--- src/rtl/sample_pair_packer.sv ---
// rtl/sample_pair_packer.sv - packs a one-sample-per-beat stream into {odd, even} pairs
//
// Ports:
//   clk_i, rst_i        single clock, synchronous active-high reset
//   s_ready_o/s_valid_i input handshake; s_sof_i/s_eol_i frame/line markers; s_data_i sample x[n]
//   m_ready_i/m_valid_o output handshake; m_sof_o/m_eol_o first pair of frame / last pair of line
//   m_data_o            {odd, even} = {x[2k+1], x[2k]}
//   err_o               registered one-cycle pulse after a sof arrives while an even sample is held
//
// Odd-length lines are closed with a symmetric-extension pad: {x[N-2], x[N-1]},
// or {x[0], x[0]} for a single-sample line.
module sample_pair_packer #(
    parameter int DataWidth = 16
) (
    input  logic                   clk_i,
    input  logic                   rst_i,
    output logic                   s_ready_o,
    input  logic                   s_valid_i,
    input  logic                   s_sof_i,
    input  logic                   s_eol_i,
    input  logic [DataWidth-1:0]   s_data_i,
    input  logic                   m_ready_i,
    output logic                   m_valid_o,
    output logic                   m_sof_o,
    output logic                   m_eol_o,
    output logic [2*DataWidth-1:0] m_data_o,
    output logic                   err_o
);

    typedef enum logic {
        EVEN = 1'b0,
        ODD  = 1'b1
    } state_t;

    state_t                 state_q, state_d;
    logic [DataWidth-1:0]   even_q;
    logic [DataWidth-1:0]   last_odd_q;
    logic                   sof_q;
    logic                   line_has_odd_q;

    logic                   m_valid_q;
    logic                   m_sof_q;
    logic                   m_eol_q;
    logic [2*DataWidth-1:0] m_data_q;
    logic                   err_q;

    logic                   accept;
    logic                   treat_as_even;
    logic                   store_even;
    logic                   load_pair;
    logic                   load_pad;
    logic                   frame_err;
    logic [DataWidth-1:0]   pad_odd;

    // Input is throttled whenever the output register is full and not being drained.
    assign s_ready_o = !m_valid_q || m_ready_i;
    assign accept    = s_valid_i && s_ready_o;

    // A sof beat always starts a new frame, so it is handled as an even sample
    // even when an earlier even sample is still waiting for its partner.
    assign treat_as_even = (state_q == EVEN) || s_sof_i;

    // Pad partner: the last odd sample of this line, or the sample itself for N=1.
    // A sof beat begins a fresh line, so any odd seen before it does not count.
    assign pad_odd = (line_has_odd_q && !s_sof_i) ? last_odd_q : s_data_i;

    always_ff @(posedge clk_i) begin
        if (rst_i) begin
            state_q <= EVEN;
        end else begin
            state_q <= state_d;
        end
    end

    always_comb begin
        state_d = state_q;
        if (accept) begin
            if (treat_as_even) begin
                state_d = s_eol_i ? EVEN : ODD;
            end else begin
                state_d = EVEN;
            end
        end
    end

    always_comb begin
        store_even = 1'b0;
        load_pair  = 1'b0;
        load_pad   = 1'b0;
        frame_err  = 1'b0;
        if (accept) begin
            frame_err = (state_q == ODD) && s_sof_i;
            if (treat_as_even) begin
                if (s_eol_i) begin
                    load_pad = 1'b1;
                end else begin
                    store_even = 1'b1;
                end
            end else begin
                load_pair = 1'b1;
            end
        end
    end

    always_ff @(posedge clk_i) begin
        if (rst_i) begin
            even_q         <= '0;
            last_odd_q     <= '0;
            sof_q          <= 1'b0;
            line_has_odd_q <= 1'b0;
            m_valid_q      <= 1'b0;
            m_sof_q        <= 1'b0;
            m_eol_q        <= 1'b0;
            m_data_q       <= '0;
            err_q          <= 1'b0;
        end else begin
            err_q <= frame_err;
            if (store_even) begin
                even_q <= s_data_i;
                sof_q  <= s_sof_i;
            end
            // A load may coincide with a take; the reload wins and valid stays high.
            if (load_pair) begin
                m_valid_q      <= 1'b1;
                m_data_q       <= {s_data_i, even_q};
                m_sof_q        <= sof_q;
                m_eol_q        <= s_eol_i;
                last_odd_q     <= s_data_i;
                line_has_odd_q <= !s_eol_i;
            end else if (load_pad) begin
                m_valid_q      <= 1'b1;
                m_data_q       <= {pad_odd, s_data_i};
                m_sof_q        <= s_sof_i;
                m_eol_q        <= 1'b1;
                line_has_odd_q <= 1'b0;
            end else if (m_ready_i) begin
                m_valid_q <= 1'b0;
            end
        end
    end

    assign m_valid_o = m_valid_q;
    assign m_sof_o   = m_sof_q;
    assign m_eol_o   = m_eol_q;
    assign m_data_o  = m_data_q;
    assign err_o     = err_q;

endmodule

--- config.mk ---
export PLATFORM = sky130hd
export DESIGN_NAME = sample_pair_packer
export DESIGN_NICKNAME = d
export VERILOG_FILES = /design/src/rtl/sample_pair_packer.sv
export SDC_FILE = /design/constraint.sdc
export NUM_CORES = 1
export LEC_CHECK = 0
export CORE_AREA = 2 2 94 132
export DETAILED_ROUTE_END_ITERATION = 10
export DIE_AREA = 0 0 96 134
export PLACE_DENSITY = 0.41
export SETUP_SLACK_MARGIN = 0.15
export SYNTH_ARGS = -nofsm -noshare
export SYNTH_HDL_FRONTEND = slang
export SYNTH_SLANG_ARGS = --single-unit
--- constraint.sdc ---
create_clock -name clk_i -period 2.3 [get_ports clk_i]
set_clock_uncertainty 0.2 [all_clocks]
set_input_delay 0.345 -clock clk_i [delete_from_list [all_inputs] [get_ports clk_i]]
set_output_delay 0.345 -clock clk_i [all_outputs]
set_load 0.05 [all_outputs]
Word level (Yosys, flattened, before mapping) --
Cells that the tools add are included.
Word-level totals: bits in registers 71, output and inout port bits 37
Operators by class: muxes and demuxes 20, bitwise gates (word level) 2, reductions and logical operators 11
Operator list (number):
- $mux 32 | 2
- $mux 1 | 17
- $mux 16 | 1
- $logic_and 1x1->1 | 3
- $logic_not 1->1 | 3
- $reduce_bool 3->1 | 1
- $logic_or 1x1->1 | 2
- $not 1->1 | 2
- $reduce_bool 2->1 | 1
- $reduce_or 2->1 | 1

Depth between registers and ports, before layout --
Gate-level depths: netlist (run 1).
depth in word-level cells 6, gate-level depth with buffers 7, mapped depth without buffers 5

Worst setup path after synthesis (run 1) --
No wires, ideal clock.
path type reg2reg, start register m_valid_q, in the netlist m_valid_o, end register m_data_q[23], in the netlist m_data_o[23], data arrival time 1.949 ns, path slack 0.065 ns, stages on the path, launching flop included 8, clock period less this slack 2.235 ns, path through dfxtp_1 > nor2b_2 > buf_4 > inv_4 > a311oi_4 > buf_6 > a21oi_1 > a211oi_1
On the way: word-level cells in the longest chain between the ends 5
RTL lines:
- from (decl) | line 41 | logic m_valid_q;
- from (signal assigned) | line 111 | m_valid_q <= 1'b0;
- from (signal assigned) | line 124 | m_valid_q <= 1'b1;
- from (signal assigned) | line 131 | m_valid_q <= 1'b1;
- $logic_not 1->1 (*) | line 56 | assign s_ready_o = !m_valid_q || m_ready_i;
- $logic_or 1x1->1 (*) | line 56
- via s_ready_o | line 17 | output logic s_ready_o,
- $logic_and 1x1->1 (*) | line 57 | assign accept = s_valid_i && s_ready_o;
- $mux 1 | line 91 | if (accept) begin
- $mux 32 or $reduce_bool 2->1 (tied branches)
- to (signal assigned) | line 125 | m_data_q <= {s_data_i, even_q};
- to (signal assigned) | line 132 | m_data_q <= {pad_odd, s_data_i};
- to (decl) | line 44 | logic [2*DataWidth-1:0] m_data_q;
The timed path passes the listed nets; every way through them passes the cells marked *. A chain may end at the register's enable or synchronous reset.

Worst setup path in the final report (run 1) --
start register m_data_q[8], in the netlist m_data_o[8], end output port m_data_o[8]
RTL lines:
- to (decl) | line 26 | output logic [2*DataWidth-1:0] m_data_o,
No word-level cell between the ends.

==> summary.txt, run 1 <==
Critical path
  – Critical path destination: m_data_o[8]
  – Largest stage delay on the critical path: 810 ps
  – CP Class: flop to primary output
  – Setup crit start: m_data_o[8]$_SDFFE_PP0P_
  – CP startpoint kind: flop
  – Crit path cell chain: clkdlybuf4s50_1
  – Worst flop-to-flop path startpoint: state_q$_SDFFE_PP0P_
  – WP depth: 1
  – Critical R2R Capture: m_data_o[26]$_SDFFE_PP0P_
  – Data required, critical path: between 1500 and 2000 ps
  – Critical path endpoint category: primary output
  – Crit-path max FO: 2
  – Worst EP arrival: approximately 1500 ps
  – Crit-path leading delay family: buffers and inverters
  – R2R setup slack: 410 ps
  – Slowest cell on the critical path: clkdlybuf4s50_1
  – Reg2reg path depth: 3
  – CP Buf/Inv Count: 1

Timing
  – Peak Freq: 0.489 GHz
  – Slew Limit Fails: 0
  – Slew margin rel.: between 40% and 50%
  – RSZ-0062 raised after global routing: false
  – Final Cycle Share: 88.9%
  – Final Critical Period: a little over 2000 ps
  – Finish-stage setup viols: 0
  – Least-Margin Pin Slew: 762 ps
  – Worst hold margin: between 200 and 300 ps
  – Final Hold Viols: 0
  – Setup TNS: 0 ps

Floorplan
  – I/O Pins: 59
  – Core region area: 11,700 um^2
  – DIE WIDTH: 96 um
  – Std-Cell Rows: 47
  – Die area: 12,900 um^2
  – Die H: 134 um
  – Initial Util: approximately 24%

Placed design
  – HPWL after DPL: 5.74 mm
  – GPL Wtd Cong: just over 0.7
  – Placed Cells: between 500 and 600
  – Port Buf Inserts: 58

Synth
  – Seq/Total Area, Yosys: 49.9%
  – Register bit total from synthesis: 71
  – Syn Inst Count: 346
  – Mean Syn Cell Area: 8.23 um^2
  – Synthesized cell area: 2850 um^2
  – Post-Syn Nets: 368
  – Unique masters post-synth: 28
  – YS warnings: 0

Finish
  – Area occupied by multi-input gates: ~1300 um^2
  – P&R area growth vs syn: 41.8%
  – Register area: roughly 1400 um^2
  – Layout cells sized above 1: between 10% and 20%
  – Fillers: 1,243
  – Post-layout nets: 434
  – Non-Filler Instances: 563
  – Ant. Diodes: 0

Power
  – Register share of total power: 39.6%
  – Switching share of total power: a little over a quarter
  – Clock power share: 44.7%
  – PwrDens: 832 nW/um^2
  – Max rail drop VDD: 342 uV
  – Static Leakage: 1.44 nW
  – Pint: 2.46 mW
  – Combinational Power Share: 15.8%
  – Sw Pwr: around 0.9 mW

Route
  – DR pass1 iterations: 4
  – Final WL: roughly 8.4 mm
  – DRC viols: 0
  – Initial drt markers: 90
  – Detail Route Antenna Nets: 0
  – Routed len/inst: 15.0 um
  – Vias: 2,581
  – Post-detailed-route via-to-cell ratio: 4.58

CTS
  – Setup Fix Bufs, Post-CTS: 0
  – Num CTS Buffers: 9
  – TritonCTS clock tree: built
  – CTS Root Cell: clkbuf_16
  – Clock Sinks: 71
  – Reg clk slew, reported paths: ~60 ps
  – # H-tree levels: 3
  – Worst-Skew Late Latency: 330 ps
  – Cts hold-fix bufs: 0
  – Maximum clock insertion buffer count: 2
  – Count of cells resized by post-cts repair: 0

Global routing
  – Initial antenna violation count: 0
  – Vias in the first global route: 2,632
  – Largest net degree at the start of global routing: 30
  – First-pass GRT wire length: 13.6 mm
  – Total grt overflow: 0
  – Overall routing resource usage: 13.9%

Run status
  – Status: finished, final reports clean

Flow run
  – Max cap viols: 0

Hold path
  – Worst Hold Class: flop to flop
-- placed cells by master (no fill, tap or decap), types with 4 or more instances in the layout --
cell type,instances
dfxtp_1,70
buf_4,19
buf_12,5
nor2_1,19
a21o_1,4
clkbuf_16,9
nand3_1,5
a21oi_1,67
a211oi_2,7
a211oi_1,10
a22oi_1,13
clkdlybuf4s50_1,56
nand2_1,104
-- per-layer routing --
metal  vias to the layer above  routed length (um)  track usage, %
met4                         0                 119            5.79
met3                         7                 352            2.87
met1                      1212                3830            18.3
met5                         -                   0               0
li1                       1315                   -               -
met2                        47                4140            21.9
-- worst min-delay path by stage --
stage	from	end	slack, ps	cells after the start
6_report	m_data_o[6]$_SDFFE_PP0P_	m_data_o[6]$_SDFFE_PP0P_	250	2
5_1_grt	last_odd_q[3]$_SDFFE_PP0P_	last_odd_q[3]$_SDFFE_PP0P_	270	2
4_1_cts	even_q[7]$_SDFFE_PP0P_	even_q[7]$_SDFFE_PP0P_	260	2
3_5_place_dp	m_data_o[2]$_SDFFE_PP0P_	m_data_o[2]$_SDFFE_PP0P_	250	2
3_3_place_gp	last_odd_q[0]$_SDFFE_PP0P_	last_odd_q[0]$_SDFFE_PP0P_	240	2
2_1_floorplan	sof_q$_SDFFE_PP0P_	sof_q$_SDFFE_PP0P_	240	2
-- worst reg2reg max path, stage by stage, from the launching register on --
cell      delay (ps)
dfxtp_1          530
a311o_1          730
nand2_1          160
a211oi_2         200
-- stage by stage --
step	utilization, %	setup WS [ps]	instance area (um^2)	power, mW
finish	34.5	254	4040	3.36
global route	34.5	211	4040	3.50
CTS	34.5	233	4040	3.41
detailed placement	31.8	30.3	3720	1.89
global placement	31.8	68.0	3720	1.89
floorplan	-	241	2850	1.67
-- synthesized netlist by cell type (all sizes together) --
master / count / area [um^2]
nand2: 104 / 390
dfxtp: 71 / 1420
a21oi: 67 / 335
nor2: 19 / 71.3
a211oi: 18 / 183
buf: 14 / 91.3
a22oi: 13 / 97.6
clkbuf: 12 / 45.0
nand3: 5 / 25.0
a21o: 4 / 30.0
inv: 4 / 17.5
nor3: 4 / 20.0
nor2b: 2 / 15.0
nor4: 2 / 27.5
a311o: 1 / 10.0
a311oi: 1 / 26.3
mux2i: 1 / 10.0
nand2b: 1 / 6.26
nand4: 1 / 6.26
o211ai: 1 / 12.5
o22ai: 1 / 6.26
-- kinds of logic (layout without fill, tap and decap cells) --
| group | Yosys count | after routing | share of synthesized area, % |
|---|---|---|---|
| AOI/OAI and AO/OA | 106 | 106 | 24.6 |
| muxes | 1 | 1 | 0.352 |
| buffers and inverters | 30 | 100 | 5.40 |
| and+or+nand+nor | 138 | 138 | 19.7 |
| DFF | 71 | 71 | 49.9 |
-- sequential cells by signal, indices dropped and copies added, names as in the netlist --
register	count
err_o	1
even_q	16
last_odd_q	16
line_has_odd_q	1
m_data_o	32
m_eol_o	1
m_sof_o	1
m_valid_o	1
sof_q	1
state_q	1
-- power groups by stage --
stage / clock [mW] / combinational [mW] / sequential [mW]
6_report: 1.50 / 0.529 / 1.33
5_1_grt: 1.59 / 0.570 / 1.34
4_1_cts: 1.54 / 0.537 / 1.33
3_5_place_dp: 0 / 0.536 / 1.36
3_3_place_gp: 0 / 0.533 / 1.36
2_1_floorplan: 0 / 0.184 / 1.49
-- cell type report --
| class | instances | share of cell area, % |
|---|---|---|
| Tap cell | 147 | 4.56 |
| Inverter | 4 | 0.434 |
| Clock inverter | 5 | 2.05 |
| Timing Repair Buffer | 81 | 20.0 |
| Sequential cell | 71 | 35.2 |
| Multi-Input combinational cell | 245 | 31.8 |
| Clock buffer | 10 | 5.92 |
(Power assumes the default switching activity.)
==> run 2: changes to the inputs <==
- PLACE_DENSITY: 0.41 -> 0.52
- SETUP_SLACK_MARGIN: 0.15 -> default
==> run 2 against run 1 <==
First-iteration DRC count up 44%. Largest power group unchanged. Clock-buffer cell count up 1. Non-clock buffer count down 4. Combinational power about the same. Clock power down 8%. Via count up 0.15%. Sequential power about the same. Fmax up 0.45%. Sequential share of layout area up 0.34 points. Design area down 1.1%. Routed wire length down 3.1%.
==> summary.txt, run 2 (synthesis gave the netlist of run 1 again) <==
Placed design
  – GPL Wtd Cong: 0.795 (was 0.726)
  – HPWL after DPL: 5.44 mm (was 5.74 mm)
  – Port Buf Inserts: 58 (unchanged)
  – Placed Cells: 544 (was 548)

Timing
  – Slew Limit Fails: 0 (unchanged)
  – Least-Margin Pin Slew: 746 ps (was 762 ps)
  – Peak Freq: 0.491 GHz (was 0.489 GHz)
  – Finish-stage setup viols: 0 (unchanged)
  – Slew margin rel.: 50.3% (was 49.2%)
  – Final Hold Viols: 0 (unchanged)
  – Setup TNS: 0 ps (unchanged)
  – Final Cycle Share: 88.5% (was 88.9%)
  – RSZ-0062 raised after global routing: false (unchanged)
  – Worst hold margin: 253 ps (about the same)
  – Final Critical Period: 2040 ps (was 2050 ps)

Route
  – Final WL: 8.18 mm (was 8.44 mm)
  – DRC viols: 0 (unchanged)
  – Routed len/inst: 14.6 um (was 15.0 um)
  – DR pass1 iterations: 4 (unchanged)
  – Vias: 2,585 (was 2,581)
  – Post-detailed-route via-to-cell ratio: 4.62 (was 4.58)
  – Initial drt markers: 130 (was 90)
  – Detail Route Antenna Nets: 0 (unchanged)

Power
  – PwrDens: 810 nW/um^2 (was 832 nW/um^2)
  – Static Leakage: 1.43 nW (was 1.44 nW)
  – Max rail drop VDD: 408 uV (was 342 uV)

Finish
  – Most frequent cells in the layout: 104 x nand2_1, 71 x dfxtp_1, 67 x a21oi_1, 56 x clkdlybuf4s50_1, 19 x nor2_1 (was 104 x nand2_1, 70 x dfxtp_1, 67 x a21oi_1, 56 x clkdlybuf4s50_1)
  – Max reg flops: 32 (unchanged)
  – Layout cells sized above 1: 12.4% (was 13.5%)
  – Non-Filler Instances: 559 (was 563)
  – Commonest non-fill, non-tap cell in the layout: nand2_1 (unchanged)
  – Ant. Diodes: 0 (unchanged)
  – Post-layout nets: 430 (was 434)
  – P&R area growth vs syn: 40.3% (was 41.8%)

Floorplan
  – Die area: 12,900 um^2 (unchanged)
  – Std-Cell Rows: 47 (unchanged)
  – Die H: 134 um (unchanged)
  – Core region area: 11,700 um^2 (unchanged)
  – Initial Util: 24.3% (unchanged)
  – I/O Pins: 59 (unchanged)
  – DIE WIDTH: 96 um (unchanged)

Critical path
  – CP startpoint kind: flop (unchanged)
  – Worst EP arrival: 1490 ps (was 1500 ps)
  – Critical path endpoint category: primary output (unchanged)
  – CP Buf/Inv Count: 1 (unchanged)
  – Crit-path max FO: 2 (unchanged)
  – Largest stage delay on the critical path: 810 ps (about the same)
  – CP Class: flop to primary output (unchanged)
  – Crit path cell chain: clkdlybuf4s50_1 (unchanged)
  – Data required, critical path: 1750 ps (about the same)
  – Crit-path leading delay family: buffers and inverters (unchanged)
  – Slowest cell on the critical path: clkdlybuf4s50_1 (unchanged)

Global routing
  – First-pass GRT wire length: 13.2 mm (was 13.6 mm)
  – Initial antenna violation count: 0 (unchanged)
  – Met2 Track Usage GR: 22.6% (was 21.9%)
  – Met1 Usage GRT: 15.9% (was 18.3%)
  – Total grt overflow: 0 (unchanged)
  – GR Util met3: 3.03% (was 2.87%)
  – Vias in the first global route: 2,612 (was 2,632)
  – Overall routing resource usage: 13.6% (was 13.9%)
  – Largest net degree at the start of global routing: 72 (was 30)
  – GRT busiest layer: met2 (unchanged)

CTS
  – Count of cells resized by post-cts repair: 0 (unchanged)
  – Worst-Skew Late Latency: 330 ps (about the same)
  – Reg clk slew, reported paths: 50 ps (was 60 ps)
  – Num CTS Buffers: 9 (unchanged)
  – CTS Root Cell: clkbuf_16 (unchanged)
  – Cts hold-fix bufs: 0 (unchanged)
  – Setup Fix Bufs, Post-CTS: 0 (unchanged)
  – TritonCTS clock tree: built (unchanged)
  – Clock Sinks: 71 (unchanged)
  – # H-tree levels: 3 (unchanged)
  – Maximum clock insertion buffer count: 2 (unchanged)

Run status
  – Status: finished, final reports clean (unchanged)

Hold path
  – Worst Hold Class: flop to flop (unchanged)

Flow run
  – Max cap viols: 0 (unchanged)
==> run 2: cell types whose count changed in the layout (fill, tap and decap cells not counted) <==
cell / before / now
dfxtp_2: 1 / 0
clkinv_2: 0 / 3
dfxtp_1: 70 / 71
clkinvlp_4: 3 / 0
buf_12: 5 / 6
buf_4: 19 / 14
clkbuf_8: 1 / 2
bufinv_16: 2 / 1
==> run 2: per-stage QoR <==
step	worst slack, ps	util (%)	total power [mW]	instance area, um^2
global route	188	34.1	3.36	4000
floorplan	64.7	-	1.67	2850
global placement	30.8	31.6	1.88	3700
detailed placement	4.52	31.6	1.89	3700
finish	263	34.1	3.24	4000
CTS	231	34.1	3.28	4000
==> run 2: path summary, 6_finish.rpt <==
kind | start | to | slack (ps) | cells past startpoint
max | m_data_o[30]$_SDFFE_PP0P_ | m_data_o[30] | 260 | 1
min | m_data_o[7]$_SDFFE_PP0P_ | m_data_o[7]$_SDFFE_PP0P_ | 250 | 2
max reg2reg | m_valid_o$_SDFFE_PP0P_ | m_data_o[29]$_SDFFE_PP0P_ | 430 | 5
min reg2reg | m_data_o[7]$_SDFFE_PP0P_ | m_data_o[7]$_SDFFE_PP0P_ | 250 | 2
==> run 2: power by group <==
part,internal (mW),total (mW),switching [mW]
sequential,1.29,1.33,0.0346
clock,0.885,1.38,0.497
combinational,0.194,0.527,0.332
==> run 2: cell type report <==
| class | instances | area [um^2] |
|---|---|---|
| inverter | 4 | 17.5 |
| clock buffer | 11 | 253 |
| sequential | 71 | 1420 |
| tap | 147 | 184 |
| clock inverter | 4 | 45.0 |
| fill | 1205 | 7710 |
| multi-input combinational | 245 | 1280 |
| timing repair buffer | 77 | 791 |
==> run 2: layer usage <==
metal	up-vias	share of wire (%)	wire (um)
li1	1299	-	-
met1	1223	42	3390
met2	52	50	4100
met3	11	5.7	465
met4	0	2.6	215
met5	-	0	0
==> run 2: worst reg2reg max path, delay by kind of cell (launching register included) <==
family / cells / cell delay, ps
AO/OA/AOI/OAI: 2 / 860
buffers and inverters: 1 / 80
flip-flops: 1 / 320
AND/OR/NAND/NOR: 2 / 330
==> run 3: changes to the inputs <==
- CELL_PAD_IN_SITES_DETAIL_PLACEMENT: default -> 1
- CELL_PAD_IN_SITES_GLOBAL_PLACEMENT: default -> 2
- PLACE_DENSITY: 0.52 -> 0.78
- clock period: 2.3 -> 1.74 ns (I/O delays scaled with it)
==> run 3 against run 2 <==
Power increased by 41%. Critical path type unchanged. Via count rose by 9.4%. Global-route usage increased by 1.9 points. Worst hold slack got worse by 40 ps. Routed wire length grew 21%. The run now ends with negative setup slack left. Final cell count up 5.5%. Setup slack got worse by 310 ps. Register-to-register slack got worse by 470 ps.
==> summary.txt, run 3 (synthesis gave the netlist of run 1 again) <==
Power
  – Static Leakage: 1.73 nW (was 1.43 nW)
  – Max rail drop VDD: 413 uV (was 408 uV)
  – Final Power: 4.55 mW (was 3.24 mW)
  – PwrDens: 1000 nW/um^2 (was 810 nW/um^2)

Finish
  – Most frequent cells in the layout: 92 x nand2_1, 70 x dfxtp_1, 60 x buf_4, 54 x a21oi_1, 19 x clkdlybuf4s50_1 (was 104 x nand2_1, 71 x dfxtp_1, 67 x a21oi_1, 56 x clkdlybuf4s50_1, 19 x nor2_1)
  – Max reg flops: 32 (unchanged)
  – Register area: 1430 um^2 (was 1420 um^2)
  – Area occupied by multi-input gates: 1440 um^2 (was 1280 um^2)
  – Ant. Diodes: 0 (unchanged)
  – Commonest non-fill, non-tap cell in the layout: nand2_1 (unchanged)
  – Post-layout nets: 460 (was 430)
  – P&R area growth vs syn: 59.1% (was 40.3%)
  – Post-route cell area: 4530 um^2 (was 4000 um^2)
  – Fillers: 1,305 (was 1,205)
  – Layout cells sized above 1: 35.7% (was 12.4%)

Timing
  – Final Hold Viols: 0 (unchanged)
  – Final Critical Period: 1790 ps
  – Finish-stage setup viols: 15 (was 0)
  – Final Cycle Share: 103%
  – Worst hold margin: 212 ps (was 253 ps)
  – Slew Limit Fails: 0 (unchanged)
  – Setup ws final: -49.1 ps (was 263 ps)
  – Setup TNS: -214 ps (was 0 ps)
  – RSZ-0062 raised after global routing: true (was false)
  – Slew margin rel.: 62.6% (was 50.3%)
  – Least-Margin Pin Slew: 561 ps (was 746 ps)
  – Peak Freq: 0.559 GHz

CTS
  – # H-tree levels: 3 (unchanged)
  – Worst-Skew Late Latency: 330 ps (about the same)
  – Maximum clock insertion buffer count: 2 (unchanged)
  – CTS Root Cell: clkbuf_16 (unchanged)
  – Clock Sinks: 71 (unchanged)
  – Reg clk slew, reported paths: 50 ps (about the same)
  – Num CTS Buffers: 9 (unchanged)
  – TritonCTS clock tree: built (unchanged)

Placed design
  – GPL Wtd Cong: 0.793 (was 0.795)
  – HPWL after DPL: 6.45 mm (was 5.44 mm)
  – Port Buf Inserts: 58 (unchanged)
  – Placed Area: 3860 um^2 (was 3700 um^2)

Route
  – Post-detailed-route via-to-cell ratio: 4.79 (was 4.62)
  – Routed len/inst: 16.7 um (was 14.6 um)
  – Detail Route Antenna Nets: 0 (unchanged)
  – DRC viols: 0 (unchanged)
  – DR pass1 iterations: 6 (was 4)
  – Vias: 2,829 (was 2,585)
  – Initial drt markers: 75 (was 130)
  – Final WL: 9.88 mm (was 8.18 mm)

Hold path
  – Hold EP: m_eol_o$_SDFFE_PP0P_ (was m_data_o[7]$_SDFFE_PP0P_)
  – Hold Path Stages: 2 (unchanged)
  – Worst Hold Launch: rst_i (was m_data_o[7]$_SDFFE_PP0P_)
  – Worst Hold Class: input pin to flop (was flop to flop)

Floorplan
  – Die H: 134 um (unchanged)
  – Initial Util: 24.3% (unchanged)
  – DIE WIDTH: 96 um (unchanged)
  – Core region area: 11,700 um^2 (unchanged)
  – Die area: 12,900 um^2 (unchanged)
  – I/O Pins: 59 (unchanged)
  – Std-Cell Rows: 47 (unchanged)

Flow run
  – Max cap viols: 0 (unchanged)

Critical path
  – Reg2reg path depth: 8 (was 5)
  – Setup crit start: m_valid_o$_SDFFE_PP0P_ (was m_data_o[30]$_SDFFE_PP0P_)
  – Crit-path max FO: 3 (was 2)
  – Data required, critical path: 1280 ps (was 1750 ps)
  – Worst EP arrival: 1330 ps (was 1490 ps)
  – Critical path endpoint category: primary output (unchanged)
  – Critical R2R Capture: even_q[10]$_SDFFE_PP0P_ (was m_data_o[29]$_SDFFE_PP0P_)
  – CP startpoint kind: flop (unchanged)
  – Worst flop-to-flop path startpoint: m_valid_o$_SDFFE_PP0P_ (unchanged)
  – CP Class: flop to primary output (unchanged)
  – R2R setup slack: -40 ps (was 430 ps)

Global routing
  – First-pass GRT wire length: 15.2 mm (was 13.2 mm)
  – Total grt overflow: 0 (unchanged)
  – Initial antenna violation count: 0 (unchanged)
  – Overall routing resource usage: 15.5% (was 13.6%)
  – Largest net degree at the start of global routing: 25 (was 72)
  – Vias in the first global route: 3,018 (was 2,612)

Run status
  – Status: finished with violations (was finished, final reports clean)
  – Violated checks: negative setup slack
==> run 3: cell types whose count changed in the layout (fill, tap and decap cells not counted), sizes merged <==
cell and change:
dlygate4sd2 +1, clkinv -2, clkbuf +6, buf +63
clkdlybuf4s50 -37
==> run 3: how the worst max path moves through the flow <==
stage | end | slack (ps) | cells after the start
final | s_ready_o | -50 | 5
after CTS | s_ready_o | -60 | 5
after floorplan | m_data_o[24]$_SDFFE_PP0P_ | -140 | 7
after detailed placement | m_data_o[20]$_SDFFE_PP0P_ | -400 | 7
after global routing | even_q[10]$_SDFFE_PP0P_ | -110 | 8
after global placement | m_data_o[7]$_SDFFE_PP0P_ | -330 | 7
==> run 3: power by group <==
| part | internal (mW) | switching, mW | leakage [nW] |
|---|---|---|---|
| Sequential | 1.71 | 0.0497 | 0.581 |
| Combinational | 0.340 | 0.506 | 0.996 |
| Clock | 1.27 | 0.673 | 0.158 |
| Total | 3.32 | 1.23 | 1.73 |
==> run 3: worst max-delay path, cell delays in order, from the launching register on <==
cell and delay [ps]:
dfxtp_4 340, nor2b_4 240, inv_12 50, buf_8 120
buf_6 110, buf_8 140
==> run 3: layer usage <==
metal  track usage, %  share of wire, %  up-vias
met2             26.4                54       41
met4             6.90               2.1        0
met3             2.92               2.4       14
met1             18.5                42     1404
li1                 -                 -     1370
met5                0                 0        -
==> run 3: repair_timing <==
action / CTS / global route
setup endpoints to repair: 24 / 65
pin swaps: 10 / 13
gates cloned: 1 / 3
hold buffers: 0 / 0
resized for setup: 15 / 41
setup buffers: 6 / 1
==> run 3: final cells by class <==
class,instances,share of cell area [%]
Multi-Input combinational cell,245,31.9
Clock inverter,2,0.773
Tap cell,147,4.06
Sequential cell,71,31.5
Timing Repair Buffer,107,24.9
Clock buffer,14,6.30
Inverter,4,0.608
==> run 3: metrics by stage <==
step / worst slack (ps) / instances / util [%]
after floorplan: -143 / 346 / -
after global placement: -329 / 563 / 33.0
after detailed placement: -399 / 563 / 33.0
after CTS: -57.2 / 586 / 36.7
after global routing: -108 / 590 / 38.7
final: -49.1 / 590 / 38.7
